===== config.mk =====
export PLATFORM = sky130hd
export DESIGN_NAME = vip_bayer2rgb_3x3
export DESIGN_NICKNAME = d
export VERILOG_FILES = /design/src/rtl/vip_bayer2rgb_3x3.sv
export SDC_FILE = /design/constraint.sdc
export NUM_CORES = 1
export LEC_CHECK = 0
export CORE_UTILIZATION = 52
export CTS_CLUSTER_DIAMETER = 100
export CTS_CLUSTER_SIZE = 10
export DETAILED_ROUTE_END_ITERATION = 12
export PLACE_DENSITY = 0.81
export SLEW_MARGIN = 0
export SYNTH_ARGS = -nofsm -noshare
export SYNTH_HDL_FRONTEND = slang
export SYNTH_SLANG_ARGS = --single-unit

===== constraint.sdc =====
create_clock -name clk -period 7.9 [get_ports clk]
set_input_delay 1.58 -clock clk [delete_from_list [all_inputs] [get_ports clk]]
set_output_delay 1.58 -clock clk [all_outputs]
set_load 0.005 [all_outputs]

===== src/rtl/vip_bayer2rgb_3x3.sv =====
// Bilinear 3x3 Bayer demosaic: classifies each window centre as R/Gr/Gb/B from
// internal row/column parity and emits one RGB pixel per window, 2 clk later.
module vip_bayer2rgb_3x3 #(
   parameter logic [1:0] BAYER_PATTERN = 2'd0
) (
   input  logic       clk,
   input  logic       rst,
   input  logic       matrix_frame_vsync,
   input  logic       matrix_frame_href,
   input  logic       matrix_frame_clken,
   input  logic [7:0] matrix_p11,
   input  logic [7:0] matrix_p12,
   input  logic [7:0] matrix_p13,
   input  logic [7:0] matrix_p21,
   input  logic [7:0] matrix_p22,
   input  logic [7:0] matrix_p23,
   input  logic [7:0] matrix_p31,
   input  logic [7:0] matrix_p32,
   input  logic [7:0] matrix_p33,
   output logic       post_frame_vsync,
   output logic       post_frame_href,
   output logic       post_frame_clken,
   output logic [7:0] post_img_red,
   output logic [7:0] post_img_green,
   output logic [7:0] post_img_blue
);

   typedef enum logic [1:0] {
      SITE_R  = 2'b00,
      SITE_GR = 2'b01,
      SITE_GB = 2'b10,
      SITE_B  = 2'b11
   } site_e;

   // Sync delay line, bit order {vsync, href, clken}; stage 1 doubles as the edge-detect history.
   logic [2:0] sync1_q, sync1_d;
   logic [2:0] sync2_q, sync2_d;
   logic       col_odd_q, col_odd_d;
   logic       row_odd_q, row_odd_d;
   logic [9:0] cross_q, cross_d;
   logic [9:0] diag_q, diag_d;
   logic [9:0] h_q, h_d;
   logic [9:0] v_q, v_d;
   logic [7:0] p22_q, p22_d;
   site_e      site_q, site_d;
   logic [7:0] red_q, red_d;
   logic [7:0] green_q, green_d;
   logic [7:0] blue_q, blue_d;

   always_comb begin
      // NOTE: every signal gets its hold value first so no path can infer a latch.
      sync1_d   = {matrix_frame_vsync, matrix_frame_href, matrix_frame_clken};
      sync2_d   = sync1_q;
      col_odd_d = col_odd_q;
      row_odd_d = row_odd_q;
      cross_d   = cross_q;
      diag_d    = diag_q;
      h_d       = h_q;
      v_d       = v_q;
      p22_d     = p22_q;
      site_d    = site_q;
      red_d     = red_q;
      green_d   = green_q;
      blue_d    = blue_q;

      if (!matrix_frame_href)
         col_odd_d = 1'b0;
      else if (matrix_frame_clken)
         col_odd_d = ~col_odd_q;

      // Frame start outranks the line-end toggle when both land on one cycle.
      if (matrix_frame_vsync && !sync1_q[2])
         row_odd_d = 1'b0;
      else if (sync1_q[1] && !matrix_frame_href)
         row_odd_d = ~row_odd_q;

      if (matrix_frame_clken) begin
         cross_d = {2'b00, matrix_p12} + {2'b00, matrix_p21}
                 + {2'b00, matrix_p23} + {2'b00, matrix_p32};
         diag_d  = {2'b00, matrix_p11} + {2'b00, matrix_p13}
                 + {2'b00, matrix_p31} + {2'b00, matrix_p33};
         h_d     = {2'b00, matrix_p21} + {2'b00, matrix_p23};
         v_d     = {2'b00, matrix_p12} + {2'b00, matrix_p32};
         p22_d   = matrix_p22;
         site_d  = site_e'({row_odd_q ^ BAYER_PATTERN[1], col_odd_q ^ BAYER_PATTERN[0]});
      end

      if (sync1_q[0]) begin
         case (site_q)
            SITE_R: begin
               red_d   = p22_q;
               green_d = cross_q[9:2];
               blue_d  = diag_q[9:2];
            end
            SITE_B: begin
               red_d   = diag_q[9:2];
               green_d = cross_q[9:2];
               blue_d  = p22_q;
            end
            SITE_GR: begin
               red_d   = h_q[8:1];
               green_d = p22_q;
               blue_d  = v_q[8:1];
            end
            SITE_GB: begin
               red_d   = v_q[8:1];
               green_d = p22_q;
               blue_d  = h_q[8:1];
            end
         endcase
      end
   end

   // NOTE: sequential state uses non-blocking assignment so all flops update together.
   always_ff @(posedge clk) begin
      if (rst) begin
         sync1_q   <= '0;
         sync2_q   <= '0;
         col_odd_q <= 1'b0;
         row_odd_q <= 1'b0;
         cross_q   <= '0;
         diag_q    <= '0;
         h_q       <= '0;
         v_q       <= '0;
         p22_q     <= '0;
         site_q    <= SITE_R;
         red_q     <= '0;
         green_q   <= '0;
         blue_q    <= '0;
      end else begin
         sync1_q   <= sync1_d;
         sync2_q   <= sync2_d;
         col_odd_q <= col_odd_d;
         row_odd_q <= row_odd_d;
         cross_q   <= cross_d;
         diag_q    <= diag_d;
         h_q       <= h_d;
         v_q       <= v_d;
         p22_q     <= p22_d;
         site_q    <= site_d;
         red_q     <= red_d;
         green_q   <= green_d;
         blue_q    <= blue_d;
      end
   end

   assign post_frame_vsync = sync2_q[2];
   assign post_frame_href  = sync2_q[1];
   assign post_frame_clken = sync2_q[0];
   assign post_img_red     = red_q;
   assign post_img_green   = green_q;
   assign post_img_blue    = blue_q;

endmodule


==> results.sh <==
export IMPL_wire_per_inst_um=14.63
export IMPL_crit_path_start_kind="input pin"
export IMPL_antenna_found_initial=0
export IMPL_drv_slew=0
export IMPL_use_met1_pct=29.67
export IMPL_path_depth=11
export IMPL_critPathBufInv=3
export IMPL_die_area_um2=10180
export IMPL_total_power_uw=1154
export IMPL_crit_chain="clkdlybuf4s50_1 -> inv_1 -> fa_1 -> fa_1 -> inv_1 -> ha_1 -> nand4b_1 -> a21oi_1 -> a31oi_1 -> or4b_1 -> o311ai_0"
export IMPL_grtUsageMet2_pct=43.94
export IMPL_die_w_um=100.9
export IMPL_grt_pass1_wl_mm=19.60
export IMPL_cts_buffers=9
export IMPL_power_frac_seq_pct=38.7
export IMPL_track_usage_pct=24.70
export IMPL_worst_setup_path_end_kind="register"
export IMPL_r2r_end="post_img_blue[5]"
export IMPL_crit_path_end="cross_q[6]"
export IMPL_crit_family="adder cells"
export IMPL_fin_ws_ps=3473
export IMPL_postCtsHoldBufs=0
export IMPL_period_share_pct=56.04
export IMPL_hp_class="register to register"
export IMPL_path_clk_slew_ps=70
export IMPL_post_dp_hpwl_mm=9.053
export IMPL_drt_wl_total_mm=11.69
export IMPL_num_vias=4335
export IMPL_diodes=0
export IMPL_rsz0062_at_grt="false"
export IMPL_critical_path_max_stage_delay_ps=570
export IMPL_std_cell_rows=35
export IMPL_p_leak_uw=0.002740
export IMPL_cellPowerDensity_nw_per_um2=181.1
export IMPL_crit_required_ps=8140
export IMPL_ys_types=42
export IMPL_numPortBuffers=103
export IMPL_crit_path_max_fanout=4
export IMPL_core_area_um2=9371
export IMPL_internal_power_uw=771.9
export IMPL_status="completed"
export IMPL_fin_util_pct=68.01
export IMPL_synth_nets=720
export IMPL_dr_pass1_iters=8
export IMPL_crit_arrival_ps=4660
export IMPL_dpl_cell_area_um2=6181
export IMPL_ys_seq_elements=74
export IMPL_postRouteAntennaNets=0
export IMPL_finClkSkew_ps=11.41
export IMPL_grt_pass1_vias=4261
export IMPL_r2r_cells=5
export IMPL_clkPwrFrac_pct=24.6
export IMPL_setup_viol=0
export IMPL_ctsLongestPathBuffers=2
export IMPL_grt_overflow_total=0
export IMPL_post_cts_setup_buffers=0
export IMPL_layout_commonest_cell="clkdlybuf4s50_1"
export IMPL_drive_above_1_share_pct=3.731
export IMPL_area_growth_pct=25.34
export IMPL_cts_sinks=74
export IMPL_clock_fmax_mhz=225.9
export IMPL_reg2reg_from="site_q[0]"
export IMPL_comb_power_share_pct=36.7
export IMPL_synth_avg_cell_area_um2=8.813
export IMPL_place_congestion=0.8317
export IMPL_ioPinCount=104
export IMPL_initial_core_util_pct=54.26
export IMPL_viasPerCell=5.426
export IMPL_drt_iter0_drc=347
export IMPL_cap_violations=0
export IMPL_grt_max_degree=82
export IMPL_cts_resized=0
export IMPL_use_met3_pct=4.646
export IMPL_design_area_um2=6374
export IMPL_cts_tree="done"
export IMPL_yosys_warnings=0
export IMPL_worst_ir_drop_vdd_mv=0.09225
export IMPL_crit_type="input pin to register"
export IMPL_reg2reg_slack_ps=5980
export IMPL_syn_area_um2=5085
export IMPL_drc=0
export IMPL_finalHoldViolCount=0
export IMPL_cp_startpoint="matrix_p12[2]"
export IMPL_slew_headroom_pct=42.02
export IMPL_fin_crit_ps=4427
export IMPL_critPathSlowestCell="fa_1"
export IMPL_synthesis_instances=577
export IMPL_fin_tns_setup_ps=0
export IMPL_swShare_pct=33.14
export IMPL_p_sw_uw=382.6
export IMPL_gr_max_usage_layer="met2"
export IMPL_yosysSeqAreaShare_pct=29.13
export IMPL_htree_levels=3
export IMPL_dp_slack_ps=3140
export IMPL_final_cell_mix="clkdlybuf4s50_1 (101), inv_1 (95), dfxtp_1 (74)"
export IMPL_tightest_slew_ps=869.8
export IMPL_worst_skew_pair_late_latency_ps=340
export IMPL_die_height_um=100.9
export IMPL_clock_root_buffer="clkbuf_8"
export IMPL_fin_nets=809
-- layer usage --
layer	vias up	routed length (µm)
met5	-	0
met4	0	278
met3	22	549
met2	140	5800
met1	2036	5057
li1	2137	-
-- worst min path at each step --
stage | depth (start not counted) | from | end
after global placement | 1 | sync1_q[1] | sync2_q[1]
after detailed placement | 1 | sync1_q[2] | sync2_q[2]
after floorplan | 1 | sync1_q[1] | sync2_q[1]
after CTS | 1 | sync1_q[2] | sync2_q[2]
after global routing | 1 | sync1_q[2] | sync2_q[2]
final | 1 | sync1_q[2] | sync2_q[2]
-- cell usage after synthesis (all sizes together) --
cell	instances	area share, %
o21bai	2	0.30
ha	32	7.9
a222oi	16	3.1
nor2	66	4.9
or3	4	0.49
nor3	3	0.30
buf	4	0.37
o311ai	4	0.69
nor2b	12	1.6
dfxtp	74	29
a21o	2	0.30
nand2	29	2.1
and4	1	0.17
mux2i	47	9.3
a41oi	1	0.17
o31ai	1	0.15
o21ai	33	3.2
a221oi	1	0.17
xor2	2	0.34
a311oi	1	0.17
nor3b	10	1.5
nand4b	3	0.52
o21a	9	1.3
fa	34	13
or4b	1	0.20
xnor2	10	1.7
a211oi	15	2.2
o31a	5	0.86
a31o	2	0.34
a31oi	4	0.49
a32o	2	0.39
or4	2	0.30
a22o	3	0.52
nand3b	1	0.15
clkbuf	24	1.8
nand2b	3	0.37
inv	95	7.0
and2	1	0.12
a21oi	18	1.9
-- state kept, by name (all words and copies together) (netlist names) --
register        count
post_img_blue       8
row_odd_q           1
h_q                 8
post_img_red        8
p22_q               8
site_q              2
cross_q             8
post_img_green      8
v_q                 8
sync2_q             3
sync1_q             3
diag_q              8
col_odd_q           1
-- per-stage QoR --
stage                     hold slack, ps  cells
after floorplan                    429.7    577
after global placement             450.2    784
after detailed placement           466.2    784
after CTS                          479.9    799
after global routing               498.0    799
final                              477.8    799
-- power by group through the flow --
stage | logic, µW | registers (µW) | clock network, µW
2_1_floorplan | 297 | 442 | 0
3_3_place_gp | 405 | 453 | 0
5_1_grt | 480 | 451 | 309
6_report | 424 | 447 | 284
3_5_place_dp | 421 | 454 | 0
4_1_cts | 424 | 446 | 289
-- worst register-to-register path: cells and delay by family (launching register included) --
kind	cells	cell delay, ps
simple gates	1	60
mux	1	220
flops	1	350
compound gates	1	320
buf+inv	1	90
fa+ha+maj	1	730
-- layout make-up --
type / count / area, µm²
well taps: 129 / 161.4
fillers: 779 / 2998
clock inverters: 5 / 55.05
flip-flops and latches: 74 / 1481
inverters: 95 / 356.6
multi-input cells: 380 / 3138
clock buffers: 10 / 137.6
repair buffers: 106 / 1044
-- cell families after synthesis --
| logic type | Yosys count | share of synthesized area (%) |
|---|---|---|
| adder cells (fa/ha/maj) | 66 | 21.26 |
| XOR/XNOR | 12 | 2.067 |
| AND/OR/NAND/NOR | 136 | 12.72 |
| multiplexers | 47 | 9.252 |
| buffers and inverters | 123 | 9.153 |
| AO/OA/AOI/OAI | 119 | 16.41 |
| flip-flops | 74 | 29.13 |
No activity file was read; power rests on OpenSTA's default activity.
